File: config.mk
export PLATFORM = sky130hd
export DESIGN_NAME = des_entry_sequencer
export DESIGN_NICKNAME = d
export VERILOG_FILES = /design/src/rtl/des_entry_sequencer.sv
export SDC_FILE = /design/constraint.sdc
export NUM_CORES = 1
export LEC_CHECK = 0
export ABC_AREA = 1
export CAP_MARGIN = 25
export CELL_PAD_IN_SITES_DETAIL_PLACEMENT = 0
export CELL_PAD_IN_SITES_GLOBAL_PLACEMENT = 1
export CORE_MARGIN = 8
export CORE_UTILIZATION = 35
export CTS_BUF_LIST = sky130_fd_sc_hd__clkbuf_4 sky130_fd_sc_hd__clkbuf_8
export DETAILED_ROUTE_END_ITERATION = 16
export PLACE_DENSITY_LB_ADDON = 0.2
export SLEW_MARGIN = 20
export SYNTH_ARGS = -nofsm -noshare
export SYNTH_HDL_FRONTEND = slang
export SYNTH_SLANG_ARGS = --single-unit
export TNS_END_PERCENT = 50
File: constraint.sdc
create_clock -name clk -period 3.15 [get_ports clk]
set_clock_uncertainty 0.15 [all_clocks]
set_input_delay 0.63 -clock clk [delete_from_list [all_inputs] [get_ports clk]]
set_output_delay 0.63 -clock clk [all_outputs]
set_load 0.01 [all_outputs]
File: src/rtl/des_entry_sequencer.sv
// Entry sequencer for the text-encryption design: collects a key and a plaintext as
// four 16-bit switch words each, launches the DES core and holds the ciphertext.
`timescale 1ns/1ps

module des_entry_sequencer #(
    parameter int TIMEOUT = 1024
) (
    input  logic        clk,
    input  logic        rst,
    input  logic        btn_n,
    input  logic [15:0] sw,
    input  logic        des_done,
    input  logic [63:0] des_result,
    output logic        des_start,
    output logic [63:0] des_key,
    output logic [63:0] des_data,
    output logic [63:0] result,
    output logic        result_valid,
    output logic        busy,
    output logic [4:0]  phase
);

    localparam int CW = $clog2(TIMEOUT);
    localparam logic [CW-1:0] LAST = CW'(TIMEOUT - 1);

    // Codes are shared with the LCD message driver; do not renumber.
    typedef enum logic [4:0] {
        START      = 5'd0,
        IN_KEY_1   = 5'd1,  WAITING_1 = 5'd2,
        IN_KEY_2   = 5'd3,  WAITING_2 = 5'd4,
        IN_KEY_3   = 5'd5,  WAITING_3 = 5'd6,
        IN_KEY_4   = 5'd7,  WAITING_4 = 5'd8,
        DISP_KEY   = 5'd9,
        IN_VALUE_1 = 5'd10, WAITING_5 = 5'd11,
        IN_VALUE_2 = 5'd12, WAITING_6 = 5'd13,
        IN_VALUE_3 = 5'd14, WAITING_7 = 5'd15,
        IN_VALUE_4 = 5'd16, WAITING_8 = 5'd17,
        DISP_VALUE = 5'd18,
        WAITING    = 5'd19,
        ENCR       = 5'd20,
        DONE       = 5'd21,
        ERROR      = 5'd31
    } state_t;

    state_t        state;
    logic [CW-1:0] tmo_cnt;
    logic          sync_meta;
    logic          sync_lvl;
    logic          sync_prev;
    logic          press;
    logic          released;

    // Synchronizer and edge registers reset to the released level so reset never
    // manufactures a press.
    always_ff @(posedge clk or negedge rst) begin
        if (!rst) begin
            sync_meta <= 1'b1;
            sync_lvl  <= 1'b1;
            sync_prev <= 1'b1;
        end else begin
            // NOTE: non-blocking assignments make each stage see the previous stage's
            // old value, which is what forms the shift chain.
            sync_meta <= btn_n;
            sync_lvl  <= sync_meta;
            sync_prev <= sync_lvl;
        end
    end

    assign press    = sync_prev & ~sync_lvl;
    assign released = sync_lvl;
    assign phase    = state;

    always_ff @(posedge clk or negedge rst) begin
        if (!rst) begin
            state        <= START;
            tmo_cnt      <= '0;
            des_start    <= 1'b0;
            des_key      <= '0;
            des_data     <= '0;
            result       <= '0;
            result_valid <= 1'b0;
            busy         <= 1'b0;
        end else begin
            des_start <= 1'b0;
            case (state)
                START:      if (press) state <= IN_KEY_1;
                IN_KEY_1:   if (press) begin des_key[63:48] <= sw; state <= WAITING_1; end
                WAITING_1:  if (released) state <= IN_KEY_2;
                IN_KEY_2:   if (press) begin des_key[47:32] <= sw; state <= WAITING_2; end
                WAITING_2:  if (released) state <= IN_KEY_3;
                IN_KEY_3:   if (press) begin des_key[31:16] <= sw; state <= WAITING_3; end
                WAITING_3:  if (released) state <= IN_KEY_4;
                IN_KEY_4:   if (press) begin des_key[15:0] <= sw; state <= WAITING_4; end
                WAITING_4:  if (released) state <= DISP_KEY;
                DISP_KEY:   if (press) state <= IN_VALUE_1;
                IN_VALUE_1: if (press) begin des_data[63:48] <= sw; state <= WAITING_5; end
                WAITING_5:  if (released) state <= IN_VALUE_2;
                IN_VALUE_2: if (press) begin des_data[47:32] <= sw; state <= WAITING_6; end
                WAITING_6:  if (released) state <= IN_VALUE_3;
                IN_VALUE_3: if (press) begin des_data[31:16] <= sw; state <= WAITING_7; end
                WAITING_7:  if (released) state <= IN_VALUE_4;
                IN_VALUE_4: if (press) begin des_data[15:0] <= sw; state <= WAITING_8; end
                WAITING_8:  if (released) state <= DISP_VALUE;
                DISP_VALUE: state <= WAITING;
                WAITING: begin
                    if (press) begin
                        state     <= ENCR;
                        des_start <= 1'b1;
                        busy      <= 1'b1;
                        tmo_cnt   <= '0;
                    end
                end
                ENCR: begin
                    tmo_cnt <= tmo_cnt + CW'(1);
                    // A done arriving in the expiry cycle still counts as success.
                    if (des_done) begin
                        result       <= des_result;
                        result_valid <= 1'b1;
                        busy         <= 1'b0;
                        state        <= DONE;
                    end else if (tmo_cnt == LAST) begin
                        busy  <= 1'b0;
                        state <= ERROR;
                    end
                end
                DONE, ERROR: ;
                default: begin
                    busy  <= 1'b0;
                    state <= ERROR;
                end
            endcase
        end
    end

endmodule
# Word level (Yosys, flattened, before mapping)
# Cells that the tools add are included.
[totals] register_bits=213 input_bits=84 output_inout_bits=200 word_cells=111
[op_classes] add_sub_neg=1 n_eq_ne=43 n_mux=30 bitwise=4 n_reduce_logical=16
[ops] operator="$pmux W5 S22" n=1
[ops] operator="$mux W5" n=21
[ops] operator="$eq A5 B4 Y1 const B" n=8
[ops] operator="$ne A2 B2 Y1 const B" n=19
[ops] operator="$eq A5 B5 Y1 const B" n=7
[ops] operator="$reduce_and A21 Y1" n=1
[ops] operator="$reduce_or A21 Y1" n=1
[ops] operator="$eq A5 B3 Y1 const B" n=4
[ops] operator="$pmux W10 S2" n=1
[ops] operator="$reduce_and A2 Y1" n=10
[ops] operator="$add A10 B1 Y10 const B" n=1
[ops] operator="$eq A10 B10 Y1 const B" n=1
[ops] operator="$eq A5 B2 Y1 const B" n=2
[ops] operator="$mux W10" n=1
[ops] operator="$eq A5 B1 Y1 const B" n=1
[ops] operator="$logic_not A5 Y1" n=1
[ops] operator="$mux W1" n=5
[ops] operator="$ne A3 B3 Y1 const B" n=1
[ops] operator="$not A1 Y1" n=3
[ops] operator="$pmux W1 S3" n=1
[ops] operator="$reduce_and A3 Y1" n=1
[ops] operator="$reduce_bool A2 Y1" n=1
[ops] operator="$reduce_or A2 Y1" n=1
[ops] operator="$and A1 B1 Y1" n=1

# Logic depth before layout (Yosys ltp)
[logic_depth] word_depth=4 mapped_depth=13

# Worst setup path before layout
# Ideal clock, no wire load.
[synth_timing] path_type="reg-to-reg" start="register state[3] (netlist: phase[3])" end="register result[0]" arrival_ps=1559 setup_slack_ps=1316 path_stages_with_launch=9 path_buffers=3 path_cell_list="dfrtp_1 > buf_6 > nor2_4 > nand3_4 > clkinv_2 > nand2_4 > buf_8 > buf_12 > mux2_4"
[synth_between] elab_chain_len=2
[synth_lines] element="start, declared" line="45" text="state_t state;"
[synth_lines] element="start signal, assigned" line="75" text="state <= START;"
[synth_lines] element="start signal, assigned" line="86" text="START: if (press) state <= IN_KEY_1;"
[synth_lines] element="start signal, assigned" line="87" text="IN_KEY_1: if (press) begin des_key[63:48] <= sw; state <= WAITING_1; end"
[synth_lines] element="$eq A5 B5 Y1" line="85" text="case (state)"
[synth_lines] element="$reduce_and A2 Y1 (no source line)"
[synth_lines] element="end signal, assigned" line="117" text="result <= des_result;"
[synth_lines] element="end, declared" line="17" text="output logic [63:0] result,"
# Every way passes these cells.
# A chain may end at the register's enable or synchronous reset.

# Worst setup path in the final report
[layout_timing] start="register state[4] (netlist: phase[4])" end="output port phase[4]"
[layout_lines] element="end, declared" line="20" text="output logic [4:0] phase"
# No word-level cell between the ends.

==> flow_summary.yaml <==
worst_setup_path:
  reg2reg_slack_ns: 0.84
  crit_required_ns: 2.37
  path_cells: "clkdlybuf4s50_1"
  crit_path_top_delay_cell: "dfrtp_1"
  criticalPathCategory: "reg2out"
  max_stage_delay_ns: 0.69
  crit_fanout: 14
  cp.buffers_inverters: 1
  critPathCaptureType: "output pin"
  path_delay_family: "flip-flops"
  critPathArrivalTime_ns: 1.84
  cp-start-kind: "flip-flop"
yosys:
  syn_inst: 792
  synth_edf_count: 0
  synth_top_area_share_pct: 60.84
  avgSynthCellArea_sq_um: 10.91
  syn_nets: 877
  synthesis.area_sq_mm: 0.008637
  seq_area_frac_synth_pct: 61.76
  synth_ff_type: "dfrtp_1"
  yosysUniqueCellTypes: 36
  synth_area_leader_cell: "dfrtp_1"
  yosys-top-cells-area: "dfrtp_1 61%, nand2_1 8.6%, mux2_4 8.5%, o21ai_0 7.9%, inv_1 2.0%"
  ys_seq_elements: 213
  async_flop_share_pct: 100.0
  yosys_warnings: 0
floorplan:
  start_util_pct: 35.62
  num_io_pins: 284
  die_w_um: 173.1
  num_rows: 57
  coreArea_sq_mm: 0.02425
  die_area_sq_mm: 0.02996
  die_height_um: 173.1
grt:
  grt_pass1_wl_um: 42210
  grt_overflow: 0
  track_usage_pct: 17.64
  grt_max_degree: 85
  antenna_found_initial: 1
  grt_pass1_vias: 7041
routing:
  routed_wl_um: 26700
  dr.pass1.iters: 4
  vias_per_cell: 4.538
  postRouteAntennaNets: 0
  drc: 0
  vias: 6598
  drt_iter0_markers: 306
  wire_per_inst_um: 18.36
sta:
  worst_pin_slew_ns: 0.6744
  period_share_pct: 83.29
  max_freq_mhz: 381.2
  fin_crit_ns: 2.624
  slew_headroom_pct: 55.04
  setup_tns_ns: 0
  hold_violations: 0
  slew_violations: 0
  setup_violations: 0
  rsz0062_at_grt: "no"
  holdWs_ns: 0.2013
clock_network:
  root_buffer: "clkbuf_8"
  cts-buffers-inserted: 38
  cts_tree: "done"
  htree_num_levels: 2
  clock_latency_ns: 0.51
  clockBufferDepth: 3
  cts_setup_buffers: 0
  clock_sinks: 213
  clkTransAtPathRegs_ns: 0.06
power_and_ir_drop:
  leakage_uw: 0.006167
  vdd_drop_max_uv: 454.8
  powerDensity_mw_per_mm2: 1026
  total_power_uw: 12980
placed_design:
  io_buffers: 283
  gp_congestion: 0.8577
  dp_hpwl_um: 19560
cells_and_area:
  drive_above_1_share_pct: 14.70
  mostFrequentLayoutCells: "282 x clkdlybuf4s50_1, 210 x dfrtp_1, 197 x nand2_1, 136 x o21ai_0, 49 x mux2_4"
  final_common_cell: "clkdlybuf4s50_1"
  area_growth_pct: 46.41
  final_nets: 1186
run:
  drv_cap: 0
worst_hold_path:
  hp-class: "reg2reg"
run_status:
  status: "finished clean"
==> stage by stage <==
stage | worst slack [ns] | instance area, sq um | utilization (%) | std cells
floorplan | 1.316 | 8637 | - | 792
global placement | 0.7651 | 11820 | 48.76 | 1384
detailed placement | 0.7241 | 11820 | 48.76 | 1384
CTS | 0.4782 | 12640 | 52.14 | 1453
global route | 0.4513 | 12650 | 52.15 | 1454
finish | 0.5265 | 12650 | 52.15 | 1454
==> final cells by class <==
type | instances | area [sq um]
fill | 2204 | 11600
sequential | 213 | 5334
timing repair buffer | 305 | 3043
multi-input combinational | 495 | 2870
clock buffer | 64 | 780.7
tap | 324 | 405.4
inverter | 48 | 181.4
clock inverter | 4 | 28.78
antenna | 1 | 2.502
==> cell families (layout without fill, tap and decap cells) <==
kind of cell,count (synthesis),after routing,synth area share (%)
other,0,1,0
xor gates and xnor gates,3,3,0.3043
buffers and inverters,84,421,5.012
muxes,64,64,10.47
and+or+nand+nor,280,280,13.60
adders and majority gates,1,1,0.1448
DFF,213,213,61.76
AOI/OAI and AO/OA,147,147,8.706
==> flip-flops by register name, indices dropped and copies added (netlist names) <==
signal / cells
des_start: 1
des_data: 64
result_valid: 1
busy: 1
sync_prev: 1
result: 64
sync_meta: 1
phase: 5
released: 1
tmo_cnt: 10
des_key: 64
==> cells in the mapped netlist (2+ instances only) <==
cell type and instances:
xnor2_1 2, clkbuf_1 22, nand4_1 4, o21ai_0 136, a21oi_1 4, nand2_1 197, dfstp_2 3, buf_4 2
o22ai_1 2, nor2_4 3, nand3_1 28, nor2_1 38, nor3_1 3, inv_1 46, buf_2 4, mux2_4 49
nand3b_1 3, mux2_2 15, buf_12 5, dfrtp_1 210
==> power by group <==
| part | internal [uW] | total [uW] | switching [uW] |
|---|---|---|---|
| clock | 1560 | 2680 | 1120 |
| combinational | 3070 | 5620 | 2550 |
| sequential | 3940 | 4670 | 727 |
| total | 8580 | 13000 | 4400 |
==> final timing paths <==
check,startpoint,to,cells after the start
worst max-delay path,phase[4],phase[4],1
worst min-delay path,sync_meta,released,0
worst max register to register,phase[4],phase[1],11
worst min register to register,sync_meta,released,0
max in group asynchronous,rst,result[13],3
min in group asynchronous,rst,phase[4],2
==> routing by layer <==
metal / routed length (um) / vias up / track usage, % / share of wire (%)
met4: 601 / 0 / 5.354 / 2.3
met3: 2552 / 45 / 7.733 / 9.6
met5: 0 / - / 0 / 0
li1: - / 3221 / - / -
met2: 12850 / 211 / 29.72 / 48
met1: 10700 / 3121 / 19.93 / 40
==> repair_timing <==
action                                 4_1_cts  5_1_grt
gates resized for setup                      0        0
hold buffers                                 1        0
endpoints found under the hold margin       75        0
(Power assumes the default switching activity.)
==> RTL edit 1 (same settings) <==
Register the inputs `btn_n`, `sw`, `des_done` and `des_result` before use, without a reset. The logic sees them one clock later.
--- a/src/rtl/des_entry_sequencer.sv
+++ b/src/rtl/des_entry_sequencer.sv
@@ -42,6 +42,18 @@
         ERROR      = 5'd31
     } state_t;
 
+    logic btn_n_q;
+    logic [15:0] sw_q;
+    logic des_done_q;
+    logic [63:0] des_result_q;
+
+    always_ff @(posedge clk) begin
+        btn_n_q      <= btn_n;
+        sw_q         <= sw;
+        des_done_q   <= des_done;
+        des_result_q <= des_result;
+    end
+
     state_t        state;
     logic [CW-1:0] tmo_cnt;
     logic          sync_meta;
@@ -60,7 +72,7 @@
         end else begin
             // NOTE: non-blocking assignments make each stage see the previous stage's
             // old value, which is what forms the shift chain.
-            sync_meta <= btn_n;
+            sync_meta <= btn_n_q;
             sync_lvl  <= sync_meta;
             sync_prev <= sync_lvl;
         end
@@ -84,22 +96,22 @@
             des_start <= 1'b0;
             case (state)
                 START:      if (press) state <= IN_KEY_1;
-                IN_KEY_1:   if (press) begin des_key[63:48] <= sw; state <= WAITING_1; end
+                IN_KEY_1:   if (press) begin des_key[63:48] <= sw_q; state <= WAITING_1; end
                 WAITING_1:  if (released) state <= IN_KEY_2;
-                IN_KEY_2:   if (press) begin des_key[47:32] <= sw; state <= WAITING_2; end
+                IN_KEY_2:   if (press) begin des_key[47:32] <= sw_q; state <= WAITING_2; end
                 WAITING_2:  if (released) state <= IN_KEY_3;
-                IN_KEY_3:   if (press) begin des_key[31:16] <= sw; state <= WAITING_3; end
+                IN_KEY_3:   if (press) begin des_key[31:16] <= sw_q; state <= WAITING_3; end
                 WAITING_3:  if (released) state <= IN_KEY_4;
-                IN_KEY_4:   if (press) begin des_key[15:0] <= sw; state <= WAITING_4; end
+                IN_KEY_4:   if (press) begin des_key[15:0] <= sw_q; state <= WAITING_4; end
                 WAITING_4:  if (released) state <= DISP_KEY;
                 DISP_KEY:   if (press) state <= IN_VALUE_1;
-                IN_VALUE_1: if (press) begin des_data[63:48] <= sw; state <= WAITING_5; end
+                IN_VALUE_1: if (press) begin des_data[63:48] <= sw_q; state <= WAITING_5; end
                 WAITING_5:  if (released) state <= IN_VALUE_2;
-                IN_VALUE_2: if (press) begin des_data[47:32] <= sw; state <= WAITING_6; end
+                IN_VALUE_2: if (press) begin des_data[47:32] <= sw_q; state <= WAITING_6; end
                 WAITING_6:  if (released) state <= IN_VALUE_3;
-                IN_VALUE_3: if (press) begin des_data[31:16] <= sw; state <= WAITING_7; end
+                IN_VALUE_3: if (press) begin des_data[31:16] <= sw_q; state <= WAITING_7; end
                 WAITING_7:  if (released) state <= IN_VALUE_4;
-                IN_VALUE_4: if (press) begin des_data[15:0] <= sw; state <= WAITING_8; end
+                IN_VALUE_4: if (press) begin des_data[15:0] <= sw_q; state <= WAITING_8; end
                 WAITING_8:  if (released) state <= DISP_VALUE;
                 DISP_VALUE: state <= WAITING;
                 WAITING: begin
@@ -113,8 +125,8 @@
                 ENCR: begin
                     tmo_cnt <= tmo_cnt + CW'(1);
                     // A done arriving in the expiry cycle still counts as success.
-                    if (des_done) begin
-                        result       <= des_result;
+                    if (des_done_q) begin
+                        result       <= des_result_q;
                         result_valid <= 1'b1;
                         busy         <= 1'b0;
                         state        <= DONE;
Formal check against the unedited RTL: not equivalent (Yosys sat finds a counterexample within 4 cycles, from zero or initial values and one cycle with rst low).
==> RTL edit 1 against the original RTL <==
Die area grew 17%. Synthesized area up 19%. Power rose by 8.0%. Final area grew 16%. Critical endpoint is now phase[3]. Worst setup slack gained 25 ps. Sequential cell count is 82 higher. Highest routed layer unchanged. Global-route usage fell by 1.1 points. Routed wire length increased by 9.7%.
==> RTL edit 1: results <==
cells_and_area:
  final_layout_size_suffix_gt1_share_pct: 15.1
  seqCellArea_sq_um: 6980
  nonClockBufferCount: 298
  share_of_cell_area_taken_by_multi_input_logic_gates_pct: 19.9
  layout_clock_buffers: 87
  fillCellCount: 2661
  multi_input_comb_cells: 511
  antenna_cells: 0
  bufAreaShareNonClock_pct: 20.4
  portion_of_the_layout_cell_area_used_by_clock_cells_pct: 7.59
logic_synthesis:
  synthArstFlopShare_pct: 72.2
  net_count_after_synthesis: 969
  post_synth_main_area_contributors: "sky130_fd_sc_hd__dfrtp_1 51%, sky130_fd_sc_hd__dfxtp_1 16%, sky130_fd_sc_hd__nand2_1 7.6%"
  ys_types: 31
  post_synth_most_frequent_cells: "210 x sky130_fd_sc_hd__dfrtp_1, 209 x sky130_fd_sc_hd__nand2_1, 132 x sky130_fd_sc_hd__o21ai_0"
global_route:
  track_usage_pct: 16.5
  met2_usage_pct: 25.7
  grt_util_met1_pct: 20.5
  grt_start_max_net_pins: 73
  global_route.usage.met3_pct: 7.62
  grt_first_pass_wirelength_microns: 45800
  antenna_found_initial: 0
placed_design:
  dp_cells: 1530
  placed_cell_areas_sq_um: 13500
  routabilityCongestion: 0.840
  place.detailed.hpwl_microns: 20800
worst_setup_path:
  worstRegToRegCells: 6
  timing.rr.end: "result[4]$_DFFE_PN0P_"
  critPathMaxStageDelay_ps: 650
  worstSetupStartpoint: "phase[3]$_DFFE_PN0P_"
  crit_path_end: "phase[3]"
  worstPathArrival_ps: 1820
  cpMaxStageDelayCell: "sky130_fd_sc_hd__clkdlybuf4s50_1"
power:
  clk-power_mw: 3.65
  total_leakage_power_nw: 6.86
  power_switching_mw: 4.44
  power.combinational.fraction_pct: 34.7
  ir_drop_mv: 0.395
  p_int_mw: 9.57
cts:
  insertion_delay_ps: 570
  cts-buffers-inserted: 50
timing:
  worst_slew_pin_slew_ps: 870
run_status:
  outcome: "finished clean"
routing:
  route.layer.met1.wl_microns: 12500
  met3_wirelength_microns: 2900
  routedWlPerCell_microns: 18.0
  wl_met2_microns: 13400
  drt_iter0_markers: 478
  routed_wirelength_microns: 29300
floorplan:
  placement_rows: 62
==> RTL edit 1: logic make-up after synthesis <==
| logic type | after synthesis | share of synthesized area [%] |
|---|---|---|
| compound gates | 149 | 7.37 |
| xor+xnor | 4 | 0.340 |
| fa+ha+maj | 1 | 0.122 |
| buf+inv | 78 | 3.86 |
| flops | 295 | 67.8 |
| mux | 64 | 8.79 |
| simple gates | 293 | 11.7 |
==> RTL edit 1: worst min path at each step <==
stage,slack [ps],from,end,depth (start not counted)
finish,150,btn_n_q$_DFF_P_,sync_meta$_DFF_PN1_,0
global route,150,btn_n_q$_DFF_P_,sync_meta$_DFF_PN1_,0
CTS,150,btn_n_q$_DFF_P_,sync_meta$_DFF_PN1_,0
floorplan,130,btn_n_q$_DFF_P_,sync_meta$_DFF_PN1_,0
global placement,140,btn_n_q$_DFF_P_,sync_meta$_DFF_PN1_,0
detailed placement,140,btn_n_q$_DFF_P_,sync_meta$_DFF_PN1_,0
==> RTL edit 2 (same settings) <==
Made on the original files. `TIMEOUT`: 1024 -> 512.
--- a/src/rtl/des_entry_sequencer.sv
+++ b/src/rtl/des_entry_sequencer.sv
@@ -3,7 +3,7 @@
 `timescale 1ns/1ps
 
 module des_entry_sequencer #(
-    parameter int TIMEOUT = 1024
+    parameter int TIMEOUT = 512
 ) (
     input  logic        clk,
     input  logic        rst,
Formal check against the unedited RTL: same outputs for any inputs over 4 cycles, from zero or initial values and one cycle with rst low; that may be too few to reach the edited logic, so the function may still have changed.
==> RTL edit 2 against the original RTL <==
Global-route usage shrank 0.17 points. Largest power group unchanged. Synthesized area shrank 0.55%. Largest cell class unchanged. Critical path depth is the same. Routed wire length shrank 2.1%. Worst setup slack gained 20 ps. Final area shrank 0.21%. Non-clock buffer count shrank 6. Power shrank 2.5%. Sequential power shrank 2%. Sequential cell count shrank 1. Clock power grew 6%. Combinational power shrank 7.1%. Sequential share of layout area shrank 0.11 points.
==> RTL edit 2: results <==
cts:
  insertion_delay_ps: 530
  cts.repair.resized: 0
  clk_transition_reported_paths_ps: 60
  cts.htree.levels: 2
  cts_root_buffer_type: "sky130_fd_sc_hd__clkbuf_8"
  clock_tree.buffer_depth: 3
  cts-buffers-inserted: 39
  postCtsSetupRepairBufs: 0
worst_setup_path:
  cpMaxStageDelayCell: "sky130_fd_sc_hd__dfrtp_1"
  family_with_the_most_delay_on_the_worst_path: "flip-flops"
  critPathMaxStageDelay_ps: 660
  cp_max_fo: 11
  worstSetupStartpoint: "phase[3]$_DFFE_PN0P_"
  reg2reg_start: "phase[0]$_DFFE_PN0P_"
  worstPathArrival_ps: 1820
worst_hold_path:
  min_path_type: "reg -> reg"
  hold_path_startpoint: "sync_meta$_DFF_PN1_"
logic_synthesis:
  synth.yosys.seq_area_share_pct: 61.8
  synthArstFlopShare_pct: 100
  yosysTopAreaCellShare_pct: 60.9
  ys_types: 34
  yosys_most_used_dff: "sky130_fd_sc_hd__dfrtp_1"
  net_count_after_synthesis: 871
  synthesis.instances: 785
  synthesis.yosys.warnings: 0
  post_synth_most_frequent_cells: "209 x sky130_fd_sc_hd__dfrtp_1, 198 x sky130_fd_sc_hd__nand2_1, 133 x sky130_fd_sc_hd__o21ai_0"
  post_synth_main_area_contributors: "sky130_fd_sc_hd__dfrtp_1 61%, sky130_fd_sc_hd__nand2_1 8.7%, sky130_fd_sc_hd__mux2_4 8.6%"
placed_design:
  routabilityCongestion: 0.831
  port_buffers: 283
  place.detailed.hpwl_microns: 19200
  detailedPlace.worstSlack_ps: 712
  placed_cell_areas_sq_um: 11700
power:
  total_leakage_power_nw: 6.17
  ir_drop_mv: 0.545
cells_and_area:
  stdcell_count: 1441
  final_layout_size_suffix_gt1_share_pct: 14.5
  top_regs: "des_data (64), des_key (64), result (64)"
  nets: 1175
run_status:
  outcome: "finished clean"
routing:
  routedWlPerCell_microns: 18.1
  num_vias: 6578
  first_pass_detailed_route_iteration_total: 5
  drc: 0
  drt_iter0_markers: 326
global_route:
  antenna_found_initial: 1
  track_usage_pct: 17.5
  grt_pass1_vias: 6952
  grt_start_max_net_pins: 64
  grt_first_pass_wirelength_microns: 41800
timing:
  worst_slew_pin_slew_ps: 518
-- RTL edit 2: cell count changes after synthesis, moves of 2 or more --
cell,change
sky130_fd_sc_hd__a21oi_1,+2
sky130_fd_sc_hd__buf_6,+3
sky130_fd_sc_hd__inv_1,-9
sky130_fd_sc_hd__inv_2,+2
sky130_fd_sc_hd__nand3_1,-4
sky130_fd_sc_hd__nand3b_1,-2
sky130_fd_sc_hd__nand4_1,-2
sky130_fd_sc_hd__nor2_1,+5
sky130_fd_sc_hd__nor2_4,-2
sky130_fd_sc_hd__nor2_8,+2
sky130_fd_sc_hd__o21ai_0,-3
-- RTL edit 2: final timing paths --
kind | cells after the start | to | slack [ps]
min in group asynchronous | 2 | phase[4]$_DFFE_PN0P_ | 480
max reg2reg | 6 | result[43]$_DFFE_PN0P_ | 880
min | 0 | released$_DFF_PN1_ | 200
max | 1 | phase[3] | 550
max in group asynchronous | 3 | result[2]$_DFFE_PN0P_ | 1620
min reg2reg | 0 | released$_DFF_PN1_ | 200
-- RTL edit 2: cells by family (layout without fill, tap and decap cells) --
group | count (synthesis) | count (layout) | share of synthesized area (%)
XOR/XNOR | 3 | 3 | 0.306
AO/OA/AOI/OAI | 148 | 148 | 8.89
buffers and inverters | 77 | 408 | 4.76
flip-flops | 212 | 212 | 61.8
adder cells (fa/ha/maj) | 2 | 2 | 0.291
multiplexers | 64 | 64 | 10.5
other | 0 | 1 | 0
AND/OR/NAND/NOR | 279 | 279 | 13.4
-- RTL edit 2: repair_timing --
item / 4_1_cts / 5_1_grt
hold buffers: 1 / 0
endpoints found under the setup margin: 0 / 0
hold endpoints to repair: 57 / 0
-- RTL edit 2: where the power goes --
group / switching, mW / leakage (nW) / internal [mW]
registers: 0.730 / 2.49 / 3.85
logic: 2.35 / 3.23 / 2.87
clock network: 1.17 / 0.455 / 1.68
total: 4.25 / 6.17 / 8.40
-- RTL edit 2: layout make-up --
type | count | area [sq um]
clock inverter | 7 | 77.6
inverter | 41 | 154
multi-input combinational | 496 | 2870
antenna | 1 | 2.50
sequential | 212 | 5310
tap | 324 | 405
fill | 2205 | 11600
timing repair buffer | 299 | 3010
clock buffer | 61 | 790
-- RTL edit 2: routing by layer --
metal	vias to the layer above	track usage [%]	wire length, microns
met5	-	0	0
met1	3131	20.3	10400
met2	201	29.0	12700
li1	3192	-	-
met4	0	6.29	781
met3	54	6.73	2210
